File: config.mk
export PLATFORM = sky130hd
export DESIGN_NAME = awg_seg_player_flat
export DESIGN_NICKNAME = d
export VERILOG_FILES = /design/src/rtl/awg_seg_player_if.sv /design/src/rtl/awg_seg_player.sv /design/src/flat_wrapper.sv
export SDC_FILE = /design/constraint.sdc
export NUM_CORES = 1
export LEC_CHECK = 0
export BUFFER_PORTS_ARGS = -buffer_cell sky130_fd_sc_hd__buf_2
export CAP_MARGIN = 10
export CORE_ASPECT_RATIO = 1.75
export CORE_UTILIZATION = 25
export DETAILED_ROUTE_END_ITERATION = 8
export PLACE_DENSITY_LB_ADDON = 0.08
export REMOVE_ABC_BUFFERS = 1
export SETUP_SLACK_MARGIN = 0.02
export SYNTH_ARGS = -nofsm -noshare
export SYNTH_HDL_FRONTEND = slang
export SYNTH_SLANG_ARGS = --single-unit
File: constraint.sdc
create_clock -name I_clk -period 9.9 [get_ports I_clk]
set_input_delay 1.485 -clock I_clk [delete_from_list [all_inputs] [get_ports I_clk]]
set_output_delay 1.485 -clock I_clk [all_outputs]
set_load 0.03 [all_outputs]
File: src/rtl/awg_seg_player_if.sv
// Configuration, control and waveform-RAM read bus for one AWG playback channel.
//   master: configuration/control side (drives trig, stop, delayN/lenN/addrN, loop)
//   slave : awg_seg_player (drives rd_en, rd_addr, seg, busy, done)
// The loop input exists only when AWG_SEG_LOOP_EN is defined.
interface awg_seg_player_if #(
    parameter int unsigned AW = 24
) ();
    logic          trig;
    logic          stop;
    logic [AW-1:0] delay1, delay2, delay3;
    logic [AW-1:0] len1, len2, len3;
    logic [AW-1:0] addr1, addr2, addr3;
    logic          rd_en;
    logic [AW-1:0] rd_addr;
    logic [1:0]    seg;
    logic          busy;
    logic          done;
`ifdef AWG_SEG_LOOP_EN
    logic          loop;

    modport master (
        output trig, stop, delay1, delay2, delay3, len1, len2, len3, addr1, addr2, addr3, loop,
        input  rd_en, rd_addr, seg, busy, done
    );
    modport slave (
        input  trig, stop, delay1, delay2, delay3, len1, len2, len3, addr1, addr2, addr3, loop,
        output rd_en, rd_addr, seg, busy, done
    );
`else
    modport master (
        output trig, stop, delay1, delay2, delay3, len1, len2, len3, addr1, addr2, addr3,
        input  rd_en, rd_addr, seg, busy, done
    );
    modport slave (
        input  trig, stop, delay1, delay2, delay3, len1, len2, len3, addr1, addr2, addr3,
        output rd_en, rd_addr, seg, busy, done
    );
`endif
endinterface

File: src/rtl/awg_seg_player.sv
// Per-channel AWG playback sequencer. On a trigger it latches three segment descriptors
// (delay, length, start address) and plays them in order: an idle delay, then a burst of
// sequential waveform-RAM read addresses. Zero-length segments are skipped with their delay.
// Ports:
//   I_clk  - system clock (configuration domain)
//   I_rst  - synchronous active-high reset
//   bus    - awg_seg_player_if.slave: trig/stop, nine config fields, rd_en/rd_addr,
//            seg (1..3 while busy, 0 idle), busy, done (one-cycle completion pulse)
// Optional: define AWG_SEG_LOOP_EN to add bus.loop; when high on the final sample of the
// last played segment the sequence restarts from segment 1 with freshly latched config.
module awg_seg_player #(
    parameter int unsigned AW   = 24,
    parameter int unsigned NSEG = 3
) (
    input  logic            I_clk,
    input  logic            I_rst,
    awg_seg_player_if.slave bus
);
    typedef enum logic [1:0] {StIdle, StDly, StPlay, StFin} state_e;

    state_e        state_q;
    logic [1:0]    seg_q;
    logic [AW-1:0] cnt_q;
    logic [AW-1:0] rd_addr_q;
    logic          rd_en_q;
    logic          busy_q;
    logic          done_q;

    logic [AW-1:0] dly_q [NSEG];
    logic [AW-1:0] len_q [NSEG];
    logic [AW-1:0] adr_q [NSEG];

    logic [AW-1:0] in_dly [NSEG];
    logic [AW-1:0] in_len [NSEG];
    logic [AW-1:0] in_adr [NSEG];

    assign in_dly[0] = bus.delay1;
    assign in_dly[1] = bus.delay2;
    assign in_dly[2] = bus.delay3;
    assign in_len[0] = bus.len1;
    assign in_len[1] = bus.len2;
    assign in_len[2] = bus.len3;
    assign in_adr[0] = bus.addr1;
    assign in_adr[1] = bus.addr2;
    assign in_adr[2] = bus.addr3;

    // First segment numbered >= from with a nonzero length; 0 when none is left.
    function automatic logic [1:0] pick(input logic [2:0] from, input logic [2:0] nz);
        if (from <= 3'd1 && nz[0]) return 2'd1;
        if (from <= 3'd2 && nz[1]) return 2'd2;
        if (from <= 3'd3 && nz[2]) return 2'd3;
        return 2'd0;
    endfunction

    function automatic logic [1:0] idx(input logic [1:0] s);
        return (s == 2'd0) ? 2'd0 : s - 2'd1;
    endfunction

    logic          last_smp;  // the current cycle issues the final sample of a segment
    logic          restart;
    logic          use_in;    // segment selection reads the live inputs, not the shadow
    logic          enter;     // a new segment (or FIN) is chosen this cycle
    logic [1:0]    first_seg;
    logic [1:0]    next_seg;
    logic [1:0]    go_seg;
    logic [AW-1:0] go_dly;
    logic [AW-1:0] go_len;
    logic [AW-1:0] go_adr;
    logic [2:0]    in_nz;
    logic [2:0]    sh_nz;

    always_comb begin
        in_nz     = {in_len[2] != '0, in_len[1] != '0, in_len[0] != '0};
        sh_nz     = {len_q[2] != '0, len_q[1] != '0, len_q[0] != '0};
        last_smp  = (state_q == StPlay) && (cnt_q == AW'(1));
        first_seg = pick(3'd1, in_nz);
        next_seg  = pick({1'b0, seg_q} + 3'd1, sh_nz);
`ifdef AWG_SEG_LOOP_EN
        restart   = last_smp && bus.loop && (next_seg == 2'd0);
`else
        restart   = 1'b0;
`endif
        use_in    = (state_q == StIdle) || restart;
        enter     = ((state_q == StIdle) && bus.trig) || last_smp;
        go_seg    = use_in ? first_seg : next_seg;
        go_dly    = use_in ? in_dly[idx(go_seg)] : dly_q[idx(go_seg)];
        go_len    = use_in ? in_len[idx(go_seg)] : len_q[idx(go_seg)];
        go_adr    = use_in ? in_adr[idx(go_seg)] : adr_q[idx(go_seg)];
    end

    always_ff @(posedge I_clk) begin
        if (I_rst || bus.stop) begin
            state_q   <= StIdle;
            seg_q     <= 2'd0;
            cnt_q     <= '0;
            rd_addr_q <= '0;
            rd_en_q   <= 1'b0;
            busy_q    <= 1'b0;
            done_q    <= 1'b0;
            for (int k = 0; k < int'(NSEG); k++) begin
                dly_q[k] <= '0;
                len_q[k] <= '0;
                adr_q[k] <= '0;
            end
        end else begin
            done_q <= 1'b0;
            if (enter) begin
                if (use_in) begin
                    for (int k = 0; k < int'(NSEG); k++) begin
                        dly_q[k] <= in_dly[k];
                        len_q[k] <= in_len[k];
                        adr_q[k] <= in_adr[k];
                    end
                end
                if (go_seg == 2'd0) begin
                    state_q <= StFin;
                    seg_q   <= 2'd0;
                    rd_en_q <= 1'b0;
                    busy_q  <= 1'b0;
                    done_q  <= 1'b1;
                end else begin
                    seg_q  <= go_seg;
                    busy_q <= 1'b1;
                    if (go_dly != '0) begin
                        state_q <= StDly;
                        cnt_q   <= go_dly;
                        rd_en_q <= 1'b0;
                    end else begin
                        state_q   <= StPlay;
                        cnt_q     <= go_len;
                        rd_en_q   <= 1'b1;
                        rd_addr_q <= go_adr;
                    end
                end
            end else begin
                unique case (state_q)
                    StDly: begin
                        if (cnt_q == AW'(1)) begin
                            state_q   <= StPlay;
                            cnt_q     <= len_q[idx(seg_q)];
                            rd_en_q   <= 1'b1;
                            rd_addr_q <= adr_q[idx(seg_q)];
                        end else begin
                            cnt_q <= cnt_q - AW'(1);
                        end
                    end
                    // Final sample is handled by the enter path above.
                    StPlay: begin
                        cnt_q     <= cnt_q - AW'(1);
                        rd_addr_q <= rd_addr_q + AW'(1);
                    end
                    StFin:   state_q <= StIdle;
                    default: ;
                endcase
            end
        end
    end

    assign bus.rd_en   = rd_en_q;
    assign bus.rd_addr = rd_addr_q;
    assign bus.seg     = seg_q;
    assign bus.busy    = busy_q;
    assign bus.done    = done_q;
endmodule

File: src/flat_wrapper.sv
// flat-port wrapper written by rule: the top's interface ports become plain ports
module awg_seg_player_flat 
#(
    parameter int unsigned AW   = 24,
    parameter int unsigned NSEG = 3
)
  (I_clk, I_rst, bus_trig, bus_stop, bus_delay1, bus_delay2, bus_delay3, bus_len1, bus_len2, bus_len3, bus_addr1, bus_addr2, bus_addr3, bus_rd_en, bus_rd_addr, bus_seg, bus_busy, bus_done);
  awg_seg_player_if #(.AW(AW)) bus_i ();
  input  logic I_clk;
  input  logic I_rst;
  input wire logic [$bits(bus_i.trig)-1:0] bus_trig;
  input wire logic [$bits(bus_i.stop)-1:0] bus_stop;
  input wire logic [$bits(bus_i.delay1)-1:0] bus_delay1;
  input wire logic [$bits(bus_i.delay2)-1:0] bus_delay2;
  input wire logic [$bits(bus_i.delay3)-1:0] bus_delay3;
  input wire logic [$bits(bus_i.len1)-1:0] bus_len1;
  input wire logic [$bits(bus_i.len2)-1:0] bus_len2;
  input wire logic [$bits(bus_i.len3)-1:0] bus_len3;
  input wire logic [$bits(bus_i.addr1)-1:0] bus_addr1;
  input wire logic [$bits(bus_i.addr2)-1:0] bus_addr2;
  input wire logic [$bits(bus_i.addr3)-1:0] bus_addr3;
  output wire logic [$bits(bus_i.rd_en)-1:0] bus_rd_en;
  output wire logic [$bits(bus_i.rd_addr)-1:0] bus_rd_addr;
  output wire logic [$bits(bus_i.seg)-1:0] bus_seg;
  output wire logic [$bits(bus_i.busy)-1:0] bus_busy;
  output wire logic [$bits(bus_i.done)-1:0] bus_done;
  assign bus_i.trig = bus_trig;
  assign bus_i.stop = bus_stop;
  assign bus_i.delay1 = bus_delay1;
  assign bus_i.delay2 = bus_delay2;
  assign bus_i.delay3 = bus_delay3;
  assign bus_i.len1 = bus_len1;
  assign bus_i.len2 = bus_len2;
  assign bus_i.len3 = bus_len3;
  assign bus_i.addr1 = bus_addr1;
  assign bus_i.addr2 = bus_addr2;
  assign bus_i.addr3 = bus_addr3;
  assign bus_rd_en = bus_i.rd_en;
  assign bus_rd_addr = bus_i.rd_addr;
  assign bus_seg = bus_i.seg;
  assign bus_busy = bus_i.busy;
  assign bus_done = bus_i.done;
  awg_seg_player #(.AW(AW), .NSEG(NSEG)) u_core (.I_clk(I_clk), .I_rst(I_rst), .bus(bus_i));
endmodule
==> impl_results.md <==
* Vias in the first global route at 15530
* RSZ-0062 raised after global routing: no
* Die area at 68970 µm²
* Yosys reg bits at 271
* Maximum buffer depth of the clock tree at 3
* Leak Pwr at 7.666 nW
* Final HPWL DP at 49610 µm
* Post-route antenna net violation count at 0
* Die W at 199.0 µm
* RR Endpoint: u_core.bus.rd_addr[11]
* Area post-placement at 19050 µm²
* Total GRT Usage at 20.43%
* CP Launch Type: input pin
* Starting density of the core at 25.21%
* Status: complete, no violations
* Postcts setup bufs at 0
* Sequential area share after synthesis at 44.71%
* Global placer's final weighted congestion at 0.8068
* Clock root cell: clkbuf_16
* Ys Warns at 0
* Cell count of the worst hold path at 2
* Hold path startpoint: u_core.bus.rd_addr[23]
* Maximum vdd drop at 0.1031 mV
* Syn Std Cell Area at 16970 µm²
* Met3 Usage GRT at 2.691%
* Met1 usage at 23.25%
* Critical Path RT at 10.26 ns
* Skew final at 0.03636 ns
* Final instance area at 20230 µm²
* Initial antenna violation count at 5
* Endpoint, Worst Hold: u_core.bus.rd_addr[23]
* Post-Syn Instances at 1822
* Fraction of layout cells with a size suffix above 1 at 20.61%
* CP most frequent cell: nor4_1
* First-pass GRT wire length at 103900 µm
* Worst Hold Class: flip-flop to flip-flop
* Max_slew headroom at 24.54%
* Post-Route Utilization at 30.05%
* Area Overhead vs Synth at 19.18%
* Stages on the worst setup path at 13
* Main flop type after synthesis: edfxtp_1
* Final setup fails at 0
* Clk sinks at 271
* CTS Hold Bufs at 0
* Total wire length at 70500 µm
* Global route overflow at 0
* Max-slew violations at 0
* Synth area leader: edfxtp_1
* Fin crit period at 7.203 ns
* Via count at 14960
* R2r setup slk at 3.39 ns
* Syn avg cell area at 9.315 µm²
* Max incr delay on CP at 0.91 ns
* RR Startpoint: u_core.state_q[0]
* Row cnt at 126
* Worst Setup SP: bus_len1[17]
* Achievable Freq at 138.8 MHz
* Yosys top cell area share at 38.22%
* GR peak layer: met2
* Boundary Pins at 249
* Synth unique cells at 62
* Inserted Clock Buffers at 34
* Vias/cell at 5.156
* Total core area at 67320 µm²
* Fin crit share at 72.75%
* Met2 GRT Util at 37.34%
* EDFF count, synth at 216
* Power Density at 158.8 nW/µm²
* # DRC at 0
* Final nets at 2206
* Final-report hold violation count at 0
* DRT iter0 DRCs at 810
* Crit end category: flip-flop
* Worst slew pin tran at 1.122 ns
* Post-synth top cells: and2_1, edfxtp_1, nand2_1
* Critical Path Slowest Stage Cell: nor4_1
* CP arrival at 7.57 ns
* Pre-antenna DRT Iters at 5
* Crit path buffers/inverters at 2
* CTS tree: yes
* H-tree levels at 2
* Post-cts resize count at 0
* CP max FO at 71
* Count leader, synth: and2_1
* Skew-Pair Late Insertion Delay at 0.56 ns
* Port bufs at 248
* CP delay by family, top: simple AND/OR/NAND/NOR gates
* Top area cells in the synthesized netlist: edfxtp_1, and2_1, dfxtp_1, o21ai_0, nand2_1
* DR WL/cell at 24.30 µm
* Max Cap Viol at 0
* Worst r2r path cells at 13
* Register clock-pin slew on the reported worst setup and hold paths at 0.06 ns
* Async SR Flop Fraction at 0%
* CP cell instances: buf_2 -> nor4_1 -> nand3_1 -> nor4_1 -> o31a_2 -> or2_4 -> a311oi_1 -> or4_1 -> or4_4 -> nor4_4 -> buf_4 -> or2_1 -> o21ai_0
* Setup Crit Path Kind: input pin to flip-flop
* Largest net degree at the start of global routing at 171
* Die H at 346.7 µm
-- cell usage in the layout, fill, tap and decap left out, types with 57 or more instances in the layout --
master,count
edfxtp_1,216
o21ai_0,153
a211oi_1,57
a21oi_1,60
nor2_1,138
and2_1,220
buf_2,248
nor3_1,76
nand3_1,79
nand2_1,191
-- layer usage --
metal  part of all wire [%]  vias to the layer above
li1                       -                     7064
met1                     39                     7385
met2                     52                      404
met3                    4.1                      100
met4                    4.4                        6
met5                  0.048                        -
-- cells by family after synthesis --
family	share of synthesized area, %
and+or+nand+nor	23.80
AOI/OAI and AO/OA	16.54
DFF	44.71
buffers and inverters	3.937
muxes	8.958
xor gates and xnor gates	1.548
adders and majority gates	0.5160
-- where the power goes --
group,switching [W],internal [W]
Clock,0.000540,0.000809
Combinational,0.000312,0.000188
Sequential,0.0000544,0.00131
-- flip-flops by register name (all words and copies together), names as in the netlist --
signal              flops
u_core.len_q           72
u_core.bus.rd_addr     24
u_core.dly_q           72
u_core.state_q          2
u_core.bus.busy         1
u_core.adr_q           72
u_core.bus.seg          2
u_core.bus.rd_en        1
u_core.bus.done         1
u_core.cnt_q           24
-- layout make-up --
class                      instances  area, µm²
sequential                       271       7595
clock inverter                    13      172.7
tap                              896       1121
inverter                          14      52.55
clock buffer                      48      997.2
antenna                            1      2.502
fill                            7205      47090
timing repair buffer             276       1464
multi-input combinational       1382       8822
-- worst max-delay path by stage --
stage | endpoint
floorplan | u_core.bus.rd_addr[11]
global placement | u_core.bus.rd_addr[23]
detailed placement | u_core.bus.rd_addr[18]
CTS | u_core.bus.rd_addr[11]
global route | u_core.bus.rd_addr[11]
finish | u_core.bus.rd_addr[11]
-- metrics by stage --
step | setup slack, ns | total power [W] | TNS, ns | hold slack, ns | instances
floorplan | -0.6398 | 0.001677 | -14.93 | 0.4944 | 1667
global placement | 1.964 | 0.001896 | 0 | 0.4962 | 2839
detailed placement | 1.969 | 0.001897 | 0 | 0.5050 | 2839
CTS | 2.519 | 0.003267 | 0 | 0.5197 | 2900
global route | 2.311 | 0.003350 | 0 | 0.5310 | 2900
finish | 2.697 | 0.003213 | 0 | 0.5149 | 2901
-- worst register-to-register path, cell delays in order (launching register included) --
cell	delay [ns]
dfxtp_1	0.35
inv_1	0.14
ha_4	0.47
nand2b_1	0.26
nor4_1	0.99
o31a_2	0.32
or2_4	0.72
a311oi_1	0.29
or4_1	0.60
or4_4	0.58
nor4_4	0.28
buf_4	0.33
or2_1	0.79
o21ai_0	0.24
(Power assumes the default switching activity.)
